### config.mk
export PLATFORM = sky130hd
export DESIGN_NAME = dmc_arbiter_flat
export DESIGN_NICKNAME = d
export VERILOG_FILES = /design/src/rtl/dmc_pkg.sv /design/src/rtl/dmc_arbiter_if.sv /design/src/rtl/dmc_rd_tag_pipe.sv /design/src/rtl/dmc_arbiter.sv /design/src/flat_wrapper.sv
export SDC_FILE = /design/constraint.sdc
export NUM_CORES = 1
export LEC_CHECK = 0
export CAP_MARGIN = 20
export CELL_PAD_IN_SITES_DETAIL_PLACEMENT = 0
export CELL_PAD_IN_SITES_GLOBAL_PLACEMENT = 2
export CORE_MARGIN = 2
export CORE_UTILIZATION = 28
export CTS_CLUSTER_DIAMETER = 30
export DETAILED_ROUTE_END_ITERATION = 16
export PLACE_DENSITY_LB_ADDON = 0.05
export SETUP_SLACK_MARGIN = 0.02
export SYNTH_ARGS = -nofsm -noshare
export SYNTH_HDL_FRONTEND = slang
export SYNTH_SLANG_ARGS = --single-unit
### constraint.sdc
create_clock -name clk -period 2.68 [get_ports clk]
set_input_delay 0.402 -clock clk [delete_from_list [all_inputs] [get_ports clk]]
set_output_delay 0.402 -clock clk [all_outputs]
set_load 0.005 [all_outputs]
### src/rtl/dmc_pkg.sv
`default_nettype none
// ============================================================================
// dmc_pkg : shared types for the dual-bank memory controller arbiter
// Rev 1.0 : initial release
// ============================================================================
package dmc_pkg;

  localparam logic BANK_A = 1'b0;
  localparam logic BANK_B = 1'b1;

  typedef enum logic [1:0] {
    ST_RUN   = 2'd0,
    ST_DRAIN = 2'd1,
    ST_IDLE  = 2'd2
  } dmc_state_e;

  typedef struct packed {
    logic valid;
    logic id;
  } dmc_tag_t;

endpackage
`default_nettype wire

### src/rtl/dmc_arbiter_if.sv
`default_nettype none
// ============================================================================
// dmc_arbiter_if : requester, response, drain and memory-port signal bundle
// Rev 1.0 : initial release
// ============================================================================
interface dmc_arbiter_if #(
  parameter int DW = 8,
  parameter int AW = 8
);
  logic          req0_valid;
  logic          req0_ready;
  logic          req0_we;
  logic          req0_bank;
  logic [AW-1:0] req0_addr;
  logic [DW-1:0] req0_wdata;

  logic          req1_valid;
  logic          req1_ready;
  logic          req1_we;
  logic          req1_bank;
  logic [AW-1:0] req1_addr;
  logic [DW-1:0] req1_wdata;

  logic          rsp0_valid;
  logic [DW-1:0] rsp0_rdata;
  logic          rsp1_valid;
  logic [DW-1:0] rsp1_rdata;

  logic          mem_select;
  logic          write_enable;
  logic [DW-1:0] data_ex;
  logic [AW-1:0] add_ex;
  logic [DW-1:0] mem_rdata;
  logic          mem_cmd_valid;

  logic          drain_req;
  logic          drain_done;

  // Arbiter side
  modport slave (
    input  req0_valid, req0_we, req0_bank, req0_addr, req0_wdata,
    input  req1_valid, req1_we, req1_bank, req1_addr, req1_wdata,
    input  mem_rdata, drain_req,
    output req0_ready, req1_ready,
    output rsp0_valid, rsp0_rdata, rsp1_valid, rsp1_rdata,
    output mem_select, write_enable, data_ex, add_ex, mem_cmd_valid,
    output drain_done
  );

  // Requester / controller side
  modport master (
    output req0_valid, req0_we, req0_bank, req0_addr, req0_wdata,
    output req1_valid, req1_we, req1_bank, req1_addr, req1_wdata,
    output mem_rdata, drain_req,
    input  req0_ready, req1_ready,
    input  rsp0_valid, rsp0_rdata, rsp1_valid, rsp1_rdata,
    input  mem_select, write_enable, data_ex, add_ex, mem_cmd_valid,
    input  drain_done
  );

endinterface
`default_nettype wire

### src/rtl/dmc_rd_tag_pipe.sv
`default_nettype none
// ============================================================================
// dmc_rd_tag_pipe : shift register of in-flight read tags with flush and empty
// Rev 1.0 : initial release
// ============================================================================
module dmc_rd_tag_pipe
  import dmc_pkg::*;
#(
  parameter int RD_LAT = 2
) (
  input  wire      clk,
  input  wire      rst_n,
  input  dmc_tag_t i_load,
  input  wire      i_flush,
  output dmc_tag_t o_tag,
  output logic     o_empty
);

  // One slot beyond RD_LAT holds the tag during the cycle mem_rdata is presented.
  localparam int DEPTH = RD_LAT + 1;

  dmc_tag_t r_stage [DEPTH];
  logic     w_any_valid;

  always_ff @(posedge clk or negedge rst_n) begin
    if (!rst_n) begin
      for (int i = 0; i < DEPTH; i++) r_stage[i] <= '0;
    end else if (i_flush) begin
      for (int i = 0; i < DEPTH; i++) r_stage[i] <= '0;
    end else begin
      r_stage[0] <= i_load;
      for (int i = 1; i < DEPTH; i++) r_stage[i] <= r_stage[i-1];
    end
  end

  always_comb begin
    w_any_valid = 1'b0;
    for (int i = 0; i < DEPTH; i++) w_any_valid = w_any_valid | r_stage[i].valid;
  end

  assign o_tag   = r_stage[DEPTH-1];
  assign o_empty = ~w_any_valid;

endmodule
`default_nettype wire

### src/rtl/dmc_arbiter.sv
`default_nettype none
// ============================================================================
// dmc_arbiter : two-requester round-robin arbiter for the dual-bank controller
// Rev 1.0 : initial release
// ============================================================================
module dmc_arbiter
  import dmc_pkg::*;
#(
  parameter int DW     = 8,
  parameter int AW     = 8,
  parameter int RD_LAT = 2
) (
  input  wire          clk,
  input  wire          rst_n,
  dmc_arbiter_if.slave bus
);

  dmc_state_e    r_state;
  logic          r_drain_done;
  logic          r_rr_ptr;

  logic          r_mem_select;
  logic          r_write_enable;
  logic          r_mem_cmd_valid;
  logic [AW-1:0] r_add_ex;
  logic [DW-1:0] r_data_ex;

  logic          r_rsp0_valid;
  logic          r_rsp1_valid;
  logic [DW-1:0] r_rsp0_rdata;
  logic [DW-1:0] r_rsp1_rdata;

  logic          w_grant_en;
  logic          w_gnt0;
  logic          w_gnt1;
  logic          w_any_gnt;
  logic          w_gnt_we;
  logic          w_gnt_bank;
  logic [AW-1:0] w_gnt_addr;
  logic [DW-1:0] w_gnt_wdata;
  logic          w_ptr_hit;

  dmc_tag_t      w_load_tag;
  dmc_tag_t      w_ret_tag;
  logic          w_pipe_empty;

  // Ready must read 0 while reset is held, even if the state already says RUN.
  assign w_grant_en = rst_n & (r_state == ST_RUN) & ~bus.drain_req;
  assign w_gnt0     = w_grant_en & bus.req0_valid & (~bus.req1_valid | ~r_rr_ptr);
  assign w_gnt1     = w_grant_en & bus.req1_valid & (~bus.req0_valid |  r_rr_ptr);
  assign w_any_gnt  = w_gnt0 | w_gnt1;
  assign w_ptr_hit  = r_rr_ptr ? w_gnt1 : w_gnt0;

  assign w_gnt_we    = w_gnt1 ? bus.req1_we    : bus.req0_we;
  assign w_gnt_bank  = w_gnt1 ? bus.req1_bank  : bus.req0_bank;
  assign w_gnt_addr  = w_gnt1 ? bus.req1_addr  : bus.req0_addr;
  assign w_gnt_wdata = w_gnt1 ? bus.req1_wdata : bus.req0_wdata;

  assign w_load_tag.valid = w_any_gnt & ~w_gnt_we;
  assign w_load_tag.id    = w_gnt1;

  always_ff @(posedge clk or negedge rst_n) begin
    if (!rst_n) begin
      r_state      <= ST_RUN;
      r_drain_done <= 1'b0;
    end else begin
      case (r_state)
        ST_RUN: begin
          if (bus.drain_req) r_state <= ST_DRAIN;
        end
        ST_DRAIN: begin
          if (!bus.drain_req) begin
            r_state <= ST_RUN;
          end else if (w_pipe_empty) begin
            r_state      <= ST_IDLE;
            r_drain_done <= 1'b1;
          end
        end
        ST_IDLE: begin
          if (!bus.drain_req) begin
            r_state      <= ST_RUN;
            r_drain_done <= 1'b0;
          end
        end
        default: begin
          r_state      <= ST_RUN;
          r_drain_done <= 1'b0;
        end
      endcase
    end
  end

  always_ff @(posedge clk or negedge rst_n) begin
    if (!rst_n) begin
      r_rr_ptr <= 1'b0;
    end else if (w_ptr_hit) begin
      r_rr_ptr <= ~r_rr_ptr;
    end
  end

  // Address, data and bank hold between commands; only the strobes drop.
  always_ff @(posedge clk or negedge rst_n) begin
    if (!rst_n) begin
      r_mem_select    <= BANK_A;
      r_write_enable  <= 1'b0;
      r_mem_cmd_valid <= 1'b0;
      r_add_ex        <= '0;
      r_data_ex       <= '0;
    end else if (w_any_gnt) begin
      r_mem_select    <= w_gnt_bank;
      r_write_enable  <= w_gnt_we;
      r_mem_cmd_valid <= 1'b1;
      r_add_ex        <= w_gnt_addr;
      r_data_ex       <= w_gnt_wdata;
    end else begin
      r_write_enable  <= 1'b0;
      r_mem_cmd_valid <= 1'b0;
    end
  end

  dmc_rd_tag_pipe #(
    .RD_LAT (RD_LAT)
  ) u_tag_pipe (
    .clk     (clk),
    .rst_n   (rst_n),
    .i_load  (w_load_tag),
    .i_flush (1'b0),
    .o_tag   (w_ret_tag),
    .o_empty (w_pipe_empty)
  );

  always_ff @(posedge clk or negedge rst_n) begin
    if (!rst_n) begin
      r_rsp0_valid <= 1'b0;
      r_rsp1_valid <= 1'b0;
      r_rsp0_rdata <= '0;
      r_rsp1_rdata <= '0;
    end else begin
      r_rsp0_valid <= w_ret_tag.valid & ~w_ret_tag.id;
      r_rsp1_valid <= w_ret_tag.valid &  w_ret_tag.id;
      if (w_ret_tag.valid & ~w_ret_tag.id) r_rsp0_rdata <= bus.mem_rdata;
      if (w_ret_tag.valid &  w_ret_tag.id) r_rsp1_rdata <= bus.mem_rdata;
    end
  end

  assign bus.req0_ready    = w_gnt0;
  assign bus.req1_ready    = w_gnt1;
  assign bus.rsp0_valid    = r_rsp0_valid;
  assign bus.rsp1_valid    = r_rsp1_valid;
  assign bus.rsp0_rdata    = r_rsp0_rdata;
  assign bus.rsp1_rdata    = r_rsp1_rdata;
  assign bus.mem_select    = r_mem_select;
  assign bus.write_enable  = r_write_enable;
  assign bus.mem_cmd_valid = r_mem_cmd_valid;
  assign bus.add_ex        = r_add_ex;
  assign bus.data_ex       = r_data_ex;
  assign bus.drain_done    = r_drain_done;

endmodule
`default_nettype wire

### src/flat_wrapper.sv
// flat-port wrapper written by rule: the top's interface ports become plain ports
module dmc_arbiter_flat import dmc_pkg::*;
#(
  parameter int DW     = 8,
  parameter int AW     = 8,
  parameter int RD_LAT = 2
)
  (clk, rst_n, bus_req0_valid, bus_req0_we, bus_req0_bank, bus_req0_addr, bus_req0_wdata, bus_req1_valid, bus_req1_we, bus_req1_bank, bus_req1_addr, bus_req1_wdata, bus_mem_rdata, bus_drain_req, bus_req0_ready, bus_req1_ready, bus_rsp0_valid, bus_rsp0_rdata, bus_rsp1_valid, bus_rsp1_rdata, bus_mem_select, bus_write_enable, bus_data_ex, bus_add_ex, bus_mem_cmd_valid, bus_drain_done);
  dmc_arbiter_if #(.DW(DW), .AW(AW)) bus_i ();
  input  wire clk;
  input  wire rst_n;
  input wire logic [$bits(bus_i.req0_valid)-1:0] bus_req0_valid;
  input wire logic [$bits(bus_i.req0_we)-1:0] bus_req0_we;
  input wire logic [$bits(bus_i.req0_bank)-1:0] bus_req0_bank;
  input wire logic [$bits(bus_i.req0_addr)-1:0] bus_req0_addr;
  input wire logic [$bits(bus_i.req0_wdata)-1:0] bus_req0_wdata;
  input wire logic [$bits(bus_i.req1_valid)-1:0] bus_req1_valid;
  input wire logic [$bits(bus_i.req1_we)-1:0] bus_req1_we;
  input wire logic [$bits(bus_i.req1_bank)-1:0] bus_req1_bank;
  input wire logic [$bits(bus_i.req1_addr)-1:0] bus_req1_addr;
  input wire logic [$bits(bus_i.req1_wdata)-1:0] bus_req1_wdata;
  input wire logic [$bits(bus_i.mem_rdata)-1:0] bus_mem_rdata;
  input wire logic [$bits(bus_i.drain_req)-1:0] bus_drain_req;
  output wire logic [$bits(bus_i.req0_ready)-1:0] bus_req0_ready;
  output wire logic [$bits(bus_i.req1_ready)-1:0] bus_req1_ready;
  output wire logic [$bits(bus_i.rsp0_valid)-1:0] bus_rsp0_valid;
  output wire logic [$bits(bus_i.rsp0_rdata)-1:0] bus_rsp0_rdata;
  output wire logic [$bits(bus_i.rsp1_valid)-1:0] bus_rsp1_valid;
  output wire logic [$bits(bus_i.rsp1_rdata)-1:0] bus_rsp1_rdata;
  output wire logic [$bits(bus_i.mem_select)-1:0] bus_mem_select;
  output wire logic [$bits(bus_i.write_enable)-1:0] bus_write_enable;
  output wire logic [$bits(bus_i.data_ex)-1:0] bus_data_ex;
  output wire logic [$bits(bus_i.add_ex)-1:0] bus_add_ex;
  output wire logic [$bits(bus_i.mem_cmd_valid)-1:0] bus_mem_cmd_valid;
  output wire logic [$bits(bus_i.drain_done)-1:0] bus_drain_done;
  assign bus_i.req0_valid = bus_req0_valid;
  assign bus_i.req0_we = bus_req0_we;
  assign bus_i.req0_bank = bus_req0_bank;
  assign bus_i.req0_addr = bus_req0_addr;
  assign bus_i.req0_wdata = bus_req0_wdata;
  assign bus_i.req1_valid = bus_req1_valid;
  assign bus_i.req1_we = bus_req1_we;
  assign bus_i.req1_bank = bus_req1_bank;
  assign bus_i.req1_addr = bus_req1_addr;
  assign bus_i.req1_wdata = bus_req1_wdata;
  assign bus_i.mem_rdata = bus_mem_rdata;
  assign bus_i.drain_req = bus_drain_req;
  assign bus_req0_ready = bus_i.req0_ready;
  assign bus_req1_ready = bus_i.req1_ready;
  assign bus_rsp0_valid = bus_i.rsp0_valid;
  assign bus_rsp0_rdata = bus_i.rsp0_rdata;
  assign bus_rsp1_valid = bus_i.rsp1_valid;
  assign bus_rsp1_rdata = bus_i.rsp1_rdata;
  assign bus_mem_select = bus_i.mem_select;
  assign bus_write_enable = bus_i.write_enable;
  assign bus_data_ex = bus_i.data_ex;
  assign bus_add_ex = bus_i.add_ex;
  assign bus_mem_cmd_valid = bus_i.mem_cmd_valid;
  assign bus_drain_done = bus_i.drain_done;
  dmc_arbiter #(.DW(DW), .AW(AW), .RD_LAT(RD_LAT)) u_core (.clk(clk), .rst_n(rst_n), .bus(bus_i));
endmodule
# Word level (Yosys, flattened, before mapping)
# Index checks and enable logic that the tools add are counted.
[op_classes] eq_ne=7 muxes=16 bitwise_logic=21 n_reduce_logical=3
[op_table] operator="$mux W8" count=2
[op_table] operator="$and A1 B1 Y1" count=9
[op_table] operator="$mux W1" count=8
[op_table] operator="$mux W2" count=4
[op_table] operator="$ne A2 B2 Y1 const B" count=4
[op_table] operator="$not A1 Y1" count=7
[op_table] operator="$pmux W2 S3" count=1
[op_table] operator="$or A1 B1 Y1" count=5
[op_table] operator="$reduce_and A4 Y1" count=1
[op_table] operator="$ne A3 B3 Y1 const B" count=1
[op_table] operator="$pmux W1 S3" count=1
[op_table] operator="$reduce_and A3 Y1" count=1
[op_table] operator="$eq A2 B1 Y1 const B" count=1
[op_table] operator="$eq A2 B2 Y1 const B" count=1
[op_table] operator="$logic_not A2 Y1" count=1
[totals] register_bits=47 wordCells=65

# Logic depth before layout (Yosys ltp)
[depth] ltp_word=8 mapped_depth=5

# Modules after synthesis
# Synthesis repeated with hierarchy kept, for this count alone.
[unflattened] hier_cells=143 area_unflattened_um2=2014.4
[by_module_without_submodules] mod="dmc_arbiter" instances=1 cells_each=128 area_each_um2=1801.7 seq_area_each_um2=1026.0
[by_module_without_submodules] mod="dmc_rd_tag_pipe" instances=1 cells_each=15 area_each_um2=212.7 seq_area_each_um2=150.1

# Least setup slack after synthesis
# OpenSTA, ideal clock, no wires.
[synth_timing] kind="register -> output" from="register u_core.r_state[0]" to="output port bus_req1_ready" arrival_time_ps=1363 slack_ps=915 stages_incl_launch_ff=4 path_buffers=1 path_cell_list="dfrtp_1 > or4b_4 > buf_6 > nor3b_1"
[synth_via] elab_chain_cells=5
[synth_rtl] element="start, declared" line="dmc_arbiter.sv:18" text="dmc_state_e r_state;"
[synth_rtl] element="start signal, assigned" line="dmc_arbiter.sv:64" text="r_state <= ST_RUN;"
[synth_rtl] element="start signal, assigned" line="dmc_arbiter.sv:69" text="if (bus.drain_req) r_state <= ST_DRAIN;"
[synth_rtl] element="start signal, assigned" line="dmc_arbiter.sv:73" text="r_state <= ST_RUN;"
[synth_rtl] element="$logic_not A2 Y1" line="dmc_arbiter.sv:48" text="assign w_grant_en = rst_n & (r_state == ST_RUN) & ~bus.drain_req;"
[synth_rtl] element="$and A1 B1 Y1 (2 in series)" line="dmc_arbiter.sv:48"
[synth_rtl] element="$and A1 B1 Y1 (2 in series)" line="dmc_arbiter.sv:50" text="assign w_gnt1 = w_grant_en & bus.req1_valid & (~bus.req0_valid | r_rr_ptr);"
[synth_rtl] element="end, declared" line="flat_wrapper.sv:25" text="output wire logic [$bits(bus_i.req1_ready)-1:0] bus_req1_ready;"
# No other way between the ends.

# Worst setup path after layout
[layout_timing] from="input port bus_drain_req" to="output port bus_req0_ready"
[layout_via] elab_chain_cells=4
[layout_rtl] element="start, declared" line="flat_wrapper.sv:23" text="input wire logic [$bits(bus_i.drain_req)-1:0] bus_drain_req;"
[layout_rtl] element="$not A1 Y1" line="dmc_arbiter.sv:48"
[layout_rtl] element="$and A1 B1 Y1" line="dmc_arbiter.sv:48"
[layout_rtl] element="$and A1 B1 Y1 (2 in series)" line="dmc_arbiter.sv:49" text="assign w_gnt0 = w_grant_en & bus.req0_valid & (~bus.req1_valid | ~r_rr_ptr);"
[layout_rtl] element="end, declared" line="flat_wrapper.sv:24" text="output wire logic [$bits(bus_i.req0_ready)-1:0] bus_req0_ready;"
# No other way between the ends.

==> flow_summary.ini <==
[outcome]
outcome = finished clean

[cts]
numCtsBuffers = 5
tritoncts = done
cts_hold_buf = 0
cts_setup_buffers = 0
cts_resized = 1
clock_path_buffers = 2
clk_latency_ps = 290
clk_pin_slew_worst_paths_ps = 80
clkSinkCount = 47
htree_levels = 2
cts_root_buffer = clkbuf_8

[routing]
viasPerCell = 4.64
drt_pass1_iterations = 4
drt-total-wl_um = 5290
vias = 1595
drt-initial-drc-count = 44
drcViolationCount = 0
ant_nets = 0
routedWlPerCell_um = 15.4

[global_routing]
antenna_found_initial = 0
grt_pass1_vias = 1649
grt_max_degree = 48
grt_pass1_wl_um = 8050
grt_overflow = 0
grt_use_total = 0.133

[place]
port_buffers = 88
globalplace.congestion = 0.760
dp_hpwl_um = 3800
dp_cells = 336

[setup_path]
end_kind = primary output
r2r_slack_ps = 990
worstSetupStartpointType = input pin
cp_cell_sequence = clkdlybuf4s50_1, buf_4, nor4b_4, and3_1, clkdlybuf4s50_1
crit_top_cell = clkdlybuf4s50_1
worst_ep_required_time_ps = 2280
critPathMaxStageDelay_ps = 550
cp_max_fo = 4
cp_data_arrival_time_ps = 2100
cpMaxStageDelayCell = clkdlybuf4s50_1
crit_buf_inv = 3
critical_path_class = in2out
critical_path.top_delay_family = buffers and inverters

[synthesis]
synth_cell_types = 27
syn_avg_cell_area_um2 = 13.5
ys.warnings.count = 0
syn-cell-area_mm2 = 0.00204
synth.area.top_cells = dfrtp_1 (58%), mux2_2 (8.8%), a221o_1 (8.3%), nor3_2 (8.3%), nand2_1 (3.5%)
synthArstFlopShare = 1.00
yosys.area.top_type = dfrtp_1
synthCells = 152
yosys.area.top_type_share = 0.575
synth_ff_type = dfrtp_1
ys_ff_latch = 47
ys_seq_area_frac = 0.575
synthesis.nets = 201
synth_edf_count = 0

[timing]
grt_setup_unrepaired = no
skew_ps = 5.73
fin_setup_tns_ps = 0
min_period_ps = 2510
finalMaxSlewViolations = 0
tightest_slew_ps = 841
hold_viol_final = 0
relSlewSlack = 0.439
fmax_ghz = 0.399
setup_violations = 0
fin_crit_sh = 0.935

[floorplanning]
core_mm2 = 0.00718
fp.dieH_um = 89.5
dieArea_mm2 = 0.00800
num_rows = 31
initial_core_util = 0.285
die_w_um = 89.5
ioPinCount = 89

[cells_and_area]
antenna_cells = 0
fillers = 665
final_cells = 344
multiInputGateArea_um2 = 769
area_growth_pct = 51.5
drive_gt1_frac = 0.224
fin_util = 0.432
seq_area_mm2 = 0.00118
fin_nets = 293

[worst_hold_path]
min_path_type = in2async

[pwr]
switching_power_uw = 639
power_frac_clock = 0.182
p_leak_nw = 1.28
power.share.sequential = 0.453
vdd_drop_max_mv = 0.328
intPower_mw = 1.66
power_mw = 2.30
swShare = 0.278
powerDensity_mw_per_mm2 = 743
share_comb_of_total_power = 0.365

[flow_run]
max_cap_viol_count = 0
[cell usage after synthesis (2+ instances only)]
library cell   n
buf_6          6
mux2_2        16
inv_1          4
nand3b_1       2
a221o_1       17
nand2_1       19
nor3_2        17
clkbuf_1       3
nor2b_1        2
dfrtp_1       47
a21oi_1        3
[kinds of logic (layout without fill, tap and decap cells)]
family | Yosys count | after routing | share of synthesized area
and+or+nand+nor | 50 | 50 | 0.178
DFF | 47 | 47 | 0.575
AOI/OAI and AO/OA | 25 | 25 | 0.109
muxes | 16 | 16 | 0.0881
buffers and inverters | 14 | 107 | 0.0496
[worst paths after layout]
| kind | from | endpoint | cells past startpoint |
|---|---|---|---|
| hold / removal | rst_n | u_core.bus.drain_done | 2 |
| max in group asynchronous | rst_n | u_core.bus.rsp0_rdata[2] | 2 |
| min in group clk | u_core.u_tag_pipe.r_stage[2] | u_core.u_tag_pipe.o_tag[0] | 0 |
| setup / recovery | bus_drain_req | bus_req0_ready | 5 |
| hold reg to reg | u_core.u_tag_pipe.r_stage[2] | u_core.u_tag_pipe.o_tag[0] | 0 |
| setup reg to reg | u_core.r_state[0] | u_core.bus.data_ex[3] | 4 |
[through the flow]
step / instance area (um^2) / worst slack [ps] / hold WS [ps]
CTS: 3100 / 130 / 258
floorplan: 2040 / 915 / 106
detailed placement: 3010 / 32.9 / 337
global placement: 3010 / -1.51 / 334
global route: 3100 / 72.4 / 290
finish: 3100 / 174 / 236
[power groups by stage]
| stage | registers (mW) | logic (mW) | clock network (mW) |
|---|---|---|---|
| after floorplan | 1.05 | 0.308 | 0 |
| after detailed placement | 1.05 | 0.853 | 0 |
| after global routing | 1.07 | 0.905 | 0.458 |
| after global placement | 1.04 | 0.841 | 0 |
| final | 1.04 | 0.840 | 0.418 |
| after CTS | 1.04 | 0.855 | 0.432 |
[state kept, by name, indices dropped and copies added (netlist names)]
name / cells
u_core.bus.add_ex: 8
u_core.bus.data_ex: 8
u_core.bus.rsp0_rdata: 8
u_core.bus.rsp1_rdata: 8
u_core.u_tag_pipe.r_stage: 4
u_core.r_state: 2
u_core.u_tag_pipe.o_tag: 2
u_core.bus.drain_done: 1
u_core.bus.mem_cmd_valid: 1
u_core.bus.mem_select: 1
u_core.bus.rsp0_valid: 1
u_core.bus.rsp1_valid: 1
u_core.bus.write_enable: 1
u_core.r_rr_ptr: 1
[metal layers]
layer | GRT usage | routed length, um
met5 | 0 | 0
met3 | 0.0351 | 291
met1 | 0.160 | 2260
met4 | 0.0326 | 13
met2 | 0.237 | 2720
[layout make-up]
cell class	count	area share
Clock buffer	6	0.0234
Multi-Input combinational cell	91	0.248
Inverter	4	0.00485
Clock inverter	2	0.00404
Tap cell	99	0.0400
Timing Repair Buffer	95	0.299
Sequential cell	47	0.380
[worst reg2reg max path: cells and delay by family, from the launching register on]
family	cells	cell delay, ps
and+or+nand+nor	2	790
buffers and inverters	1	250
AOI/OAI and AO/OA	1	130
DFF	1	460
[placed cells by master, fill, tap and decap left out, types with 2 or more instances in the layout]
cell / synthesis / layout
inv_1: 4 / 4
buf_4: 1 / 7
dfrtp_1: 47 / 47
mux2_2: 16 / 16
a221o_1: 17 / 17
clkbuf_8: 0 / 5
nor3_2: 17 / 17
a21oi_1: 3 / 3
clkdlybuf4s50_1: 0 / 86
nand2_1: 19 / 19
nand3b_1: 2 / 2
(Power assumes the default switching activity.)
